--- src/rtl/frame_config_pkg.sv ---
// Shared definitions for the frame configuration controller: FSM states,
// header sync byte and header field positions.
package frame_config_pkg;

  typedef enum logic [1:0] {
    IDLE,
    LOAD,
    STROBE,
    GAP
  } state_e;

  localparam logic [7:0] SYNC = 8'hA5;

  // Header layout: [31:24] sync, [15:8] column, [4:0] frame index.
  localparam int SYNC_LSB = 24;
  localparam int SYNC_W   = 8;
  localparam int COL_LSB  = 8;
  localparam int COL_W    = 8;
  localparam int IDX_LSB  = 0;
  localparam int IDX_W    = 5;

  function automatic logic header_ok(
    input logic [SYNC_W-1:0] sync,
    input logic [COL_W-1:0]  col,
    input logic [IDX_W-1:0]  idx,
    input int                num_cols,
    input int                max_frames
  );
    return (sync == SYNC) && (int'(col) < num_cols) && (int'(idx) < max_frames);
  endfunction

endpackage

--- src/rtl/frame_strobe_gen.sv ---
// Drives a single FrameStrobe line, selected by column and frame index,
// for StrobeLen cycles after a start request.
module frame_strobe_gen
  import frame_config_pkg::*;
#(
  parameter int MaxFramesPerCol = 20,
  parameter int NumCols         = 4,
  parameter int StrobeLen       = 2
) (
  input  logic                                UserCLK,
  input  logic                                reset,
  input  logic                                start,
  input  logic [COL_W-1:0]                    col,
  input  logic [IDX_W-1:0]                    idx,
  output logic [NumCols*MaxFramesPerCol-1:0]  strobe,
  output logic                                last
);

  localparam int NumStrobes = NumCols * MaxFramesPerCol;

  logic [NumStrobes-1:0] onehot;
  logic [31:0]           sel;
  logic [3:0]            hold_cnt;

  // NOTE: every signal written in always_comb gets a default first, so no
  // path through the block can leave it unassigned and infer a latch.
  always_comb begin
    sel    = 32'(col) * 32'(MaxFramesPerCol) + 32'(idx);
    onehot = '0;
    for (int i = 0; i < NumStrobes; i++) begin
      onehot[i] = (sel == 32'(i));
    end
  end

  // hold_cnt counts the remaining high cycles after the current one.
  always_ff @(posedge UserCLK) begin
    if (reset) begin
      strobe   <= '0;
      hold_cnt <= '0;
    end else if (start) begin
      strobe   <= onehot;
      hold_cnt <= 4'(StrobeLen - 1);
    end else if (hold_cnt != 4'd0) begin
      hold_cnt <= hold_cnt - 4'd1;
    end else begin
      strobe   <= '0;
    end
  end

  assign last = (strobe != '0) && (hold_cnt == 4'd0);

endmodule

--- src/rtl/frame_config_ctrl.sv ---
// Frame configuration controller: takes a header plus NumRows data words from
// a valid/ready stream, presents them on FrameData and strobes one frame line.
module frame_config_ctrl
  import frame_config_pkg::*;
#(
  parameter int FrameBitsPerRow = 32,
  parameter int MaxFramesPerCol = 20,
  parameter int NumRows         = 4,
  parameter int NumCols         = 4,
  parameter int StrobeLen       = 2
) (
  input  logic                                UserCLK,
  input  logic                                reset,
  input  logic [FrameBitsPerRow-1:0]          s_data,
  input  logic                                s_valid,
  output logic                                s_ready,
  output logic [NumRows*FrameBitsPerRow-1:0]  FrameData,
  output logic [NumCols*MaxFramesPerCol-1:0]  FrameStrobe,
  output logic                                busy,
  output logic                                err,
  output logic [15:0]                         frames_done
);

  localparam int RowW = (NumRows > 1) ? $clog2(NumRows) : 1;
  localparam logic [RowW-1:0] LastRow = RowW'(NumRows - 1);

  state_e           state;
  logic [RowW-1:0]  row_cnt;
  logic [COL_W-1:0] col_q;
  logic [IDX_W-1:0] idx_q;
  logic             xfer;
  logic             hdr_valid;
  logic             start;
  logic             strobe_last;

  assign xfer      = s_valid & s_ready;
  assign hdr_valid = header_ok(s_data[SYNC_LSB +: SYNC_W], s_data[COL_LSB +: COL_W],
                               s_data[IDX_LSB +: IDX_W], NumCols, MaxFramesPerCol);
  assign start     = (state == LOAD) && xfer && (row_cnt == LastRow);

  // s_ready is a register, so it never depends on s_valid in the same cycle.
  // NOTE: state is written with non-blocking assignments only, so every
  // register samples pre-edge values and block order cannot change behaviour.
  always_ff @(posedge UserCLK) begin
    if (reset) begin
      state       <= IDLE;
      s_ready     <= 1'b0;
      busy        <= 1'b0;
      err         <= 1'b0;
      frames_done <= '0;
      row_cnt     <= '0;
      col_q       <= '0;
      idx_q       <= '0;
      // NOTE: the frame data register is reset on purpose: a partially
      // loaded frame must never stay visible on FrameData after reset.
      FrameData   <= '0;
    end else begin
      case (state)
        IDLE: begin
          s_ready <= 1'b1;
          if (xfer) begin
            if (hdr_valid) begin
              state   <= LOAD;
              busy    <= 1'b1;
              row_cnt <= '0;
              col_q   <= s_data[COL_LSB +: COL_W];
              idx_q   <= s_data[IDX_LSB +: IDX_W];
            end else begin
              err <= 1'b1;
            end
          end
        end
        LOAD: begin
          if (xfer) begin
            for (int r = 0; r < NumRows; r++) begin
              if (row_cnt == RowW'(r)) begin
                FrameData[r*FrameBitsPerRow +: FrameBitsPerRow] <= s_data;
              end
            end
            row_cnt <= row_cnt + RowW'(1);
            if (row_cnt == LastRow) begin
              state   <= STROBE;
              s_ready <= 1'b0;
            end
          end
        end
        STROBE: begin
          if (strobe_last) begin
            state <= GAP;
          end
        end
        GAP: begin
          frames_done <= frames_done + 16'd1;
          state       <= IDLE;
          s_ready     <= 1'b1;
          busy        <= 1'b0;
        end
        default: state <= IDLE;
      endcase
    end
  end

  frame_strobe_gen #(
    .MaxFramesPerCol (MaxFramesPerCol),
    .NumCols         (NumCols),
    .StrobeLen       (StrobeLen)
  ) u_strobe_gen (
    .UserCLK (UserCLK),
    .reset   (reset),
    .start   (start),
    .col     (col_q),
    .idx     (idx_q),
    .strobe  (FrameStrobe),
    .last    (strobe_last)
  );

endmodule

--- config.mk ---
export PLATFORM = sky130hd
export DESIGN_NAME = frame_config_ctrl
export DESIGN_NICKNAME = d
export VERILOG_FILES = /design/src/rtl/frame_config_pkg.sv /design/src/rtl/frame_strobe_gen.sv /design/src/rtl/frame_config_ctrl.sv
export SDC_FILE = /design/constraint.sdc
export NUM_CORES = 1
export LEC_CHECK = 0
export BUFFER_PORTS_ARGS = -buffer_cell sky130_fd_sc_hd__buf_2
export CAP_MARGIN = 25
export CORE_ASPECT_RATIO = 2
export CORE_MARGIN = 3
export CORE_UTILIZATION = 50
export DETAILED_ROUTE_END_ITERATION = 12
export PLACE_DENSITY = 0.77
export SLEW_MARGIN = 30
export SYNTH_ARGS = -nofsm -noshare
export SYNTH_HDL_FRONTEND = slang
export SYNTH_SLANG_ARGS = --single-unit
--- constraint.sdc ---
create_clock -name UserCLK -period 3.8 [get_ports UserCLK]
set_input_delay 0.19 -clock UserCLK [delete_from_list [all_inputs] [get_ports UserCLK]]
set_output_delay 0.19 -clock UserCLK [all_outputs]
set_load 0.02 [all_outputs]
==> out/metrics.yaml <==
yosys:
  yosys.area.top_type: "dfxtp_1"
  ys.flop_type: "dfxtp_1"
  synthTopCellsByArea: "dfxtp_1 52%, nand2_1 14%, a21oi_1 7.4%"
  synth-warning-count: 0
  synth_edf_count: 0
  syn_inst: 1145
  async_flop_share_pct: 0
  syn_nets: 1207
  avgSynthCellArea_um2: 8.38
  syn_area_um2: 9600
  ys_seq_area_share_pct: 51.7
  ys_seq_elements: 248
  synth_cell_type_count: 52
  synth_top_cell_area_share_pct: 51.7
grt:
  grt_pass1_vias: 9325
  grt_usage_pct: 27.9
  grt_max_degree: 107
  overflow: 0
  grt_pass1_wl_um: 48300
  antenna_found_initial: 0
timing:
  fin_ws_ns: 0.711
  setup_viol: 0
  rsz0062_at_grt: "false"
  tightest_slew_ns: 0.785
  hold_slack_ns: 0.0286
  fmax_mhz: 324
  slew_viol_final: 0
  tns_ns: 0
  finalCritPeriodShare_pct: 81.3
  period_needed_ns: 3.09
  final-hold-violation-count: 0
  finalClockSkew_ns: 0.00742
  slew_headroom_pct: 47.7
setup_path:
  worst-path-max-fanout: 48
  path_cells: "ha_1 > ha_1 > inv_1 > fa_1 > xor2_2 > nor4_2 > nand2_1 > mux2i_1 > nand2_1 > buf_4 > o31ai_1"
  start_kind: "register"
  crit_arrival_ns: 3.50
  required_ns: 4.21
  max_stage_delay_ns: 0.42
  worstSetupPathType: "reg2reg"
  crit_path_top_delay_cell: "fa_1"
  reg2reg_depth: 11
  critPathCaptureType: "register"
placed_design:
  gp_congestion: 0.896
  dp.cells: 1615
  dpl_worst_slack_ns: 0.735
  dp_hpwl_um: 21100
  place_area_um2: 11100
  port_buffers: 261
clocking:
  root_buffer: "clkbuf_16"
  cts_buffers: 22
  path_clk_slew_ns: 0.07
  clkLatencyLatePin_ns: 0.51
  ctsResizeCount: 0
  cts.sinks: 248
  cts_tree: "built"
  post-cts-setup-buffers: 0
  hold_buffers: 31
  clock_path_buffers: 3
  htreeDepth: 1
floorplan:
  core_area_um2: 18800
  start_util_pct: 51.0
  die_area_um2: 21000
  fp.dieH_um: 202
  fp-row-count: 71
  ioPinCount: 262
  die_w_um: 104
flow_run:
  drv_cap: 0
route:
  postRouteAntennaNets: 0
  dr.pass1.iters: 5
  drc_errors: 0
  wl_um: 29900
  via_per_inst: 5.50
  drtIter0Drc: 452
  vias: 9265
  wl_per_cell_um: 17.7
final_layout:
  nets: 1477
  area_growth_pct: 27.5
  layout_commonest_cell: "nand2_1"
  drive_above_1_share_pct: 23.3
  n_antenna_cell: 0
  post-route-util_pct: 65.0
  most-common-layout-cells: "370 x nand2_1, 260 x buf_2, 248 x dfxtp_1"
  final_cells: 1686
  stdcell_area_um2: 12200
min_path:
  min_delay_path_depth: 3
  min_path_type: "in2reg"
pwr:
  power.density_nw_per_um2: 442
  p_leak_nw: 5.22
  power.total_mw: 5.41
  vdd_drop_max_mv: 0.428
run_status:
  status: "completed"
-- sequential cells by signal (all words and copies together) (netlist names), 2 cells and up --
name	cells
FrameData	128
col_q	8
u_strobe_gen.hold_cnt	4
idx_q	5
row_cnt	2
state	2
frames_done	16
u_strobe_gen.strobe	80
-- per-layer routing --
layer / GRT usage (%) / wire length (um) / share of wire, % / vias to the layer above
met5: 0 / 0 / 0 / -
met4: 15.4 / 1670 / 5.6 / 0
met3: 4.83 / 1890 / 6.3 / 106
met2: 53.4 / 16100 / 54 / 401
met1: 27.9 / 10300 / 34 / 4341
li1: - / - / - / 4417
-- cell families (layout without fill, tap and decap cells) --
family,Yosys count,count (layout),share of synthesized area (%)
AND/OR/NAND/NOR,508,508,23.1
flip-flops,248,248,51.7
AO/OA/AOI/OAI,246,246,14.9
buffers and inverters,84,370,3.42
adder cells (fa/ha/maj),27,27,3.68
XOR/XNOR,20,20,1.90
multiplexers,12,12,1.26
-- cell usage after synthesis (all sizes together) (2+ instances only) --
master and number:
a2111oi 2, a21oi 142, and2 12, and3 7, and4bb 2, buf 6, clkbuf 60, dfxtp 248
fa 2, ha 25, inv 18, mux2i 11, nand2 371, nand3 14, nand3b 4, nand4 13
nand4b 2, nor2 35, nor2b 4, nor3 6, nor4 24, o21a 2, o21ai 38, o21bai 2
o22ai 2, o31a 2, o31ai 49, o32ai 2, or3 5, or4b 3, xnor2 7, xor2 13
-- path summary, 6_finish.rpt --
kind         slack (ns)                       start                                   end
max                0.71       col_q[1]$_SDFFE_PP0P_  u_strobe_gen.strobe[71]$_SDFFE_PP0P_
min reg2reg        0.45  FrameData[80]$_SDFFE_PP0P_            FrameData[80]$_SDFFE_PP0P_
max reg2reg        0.71       col_q[1]$_SDFFE_PP0P_  u_strobe_gen.strobe[71]$_SDFFE_PP0P_
min                0.03                  s_data[25]            FrameData[89]$_SDFFE_PP0P_
-- worst max-delay path, delay by kind of cell (launching register included) --
kind	cells	cell delay, ns
multiplexers	1	0.37
XOR/XNOR	1	0.23
AO/OA/AOI/OAI	1	0.31
AND/OR/NAND/NOR	3	0.43
adder cells (fa/ha/maj)	3	0.90
buffers and inverters	2	0.36
flip-flops	1	0.36
-- power breakdown --
group | switching [mW] | internal [mW] | leakage (nW)
registers | 0.0133 | 2.62 | 2.00
logic | 0.222 | 0.0933 | 2.83
clock network | 0.979 | 1.49 | 0.399
-- final cells by class --
class / count / area, um^2
clock buffer: 27 / 611
fill: 1617 / 6600
clock inverter: 13 / 196
multi-input combinational: 813 / 4300
inverter: 18 / 67.6
sequential: 248 / 4960
timing repair buffer: 312 / 1770
tap: 255 / 319
Note: power is estimated with default switching activity, not from simulation.
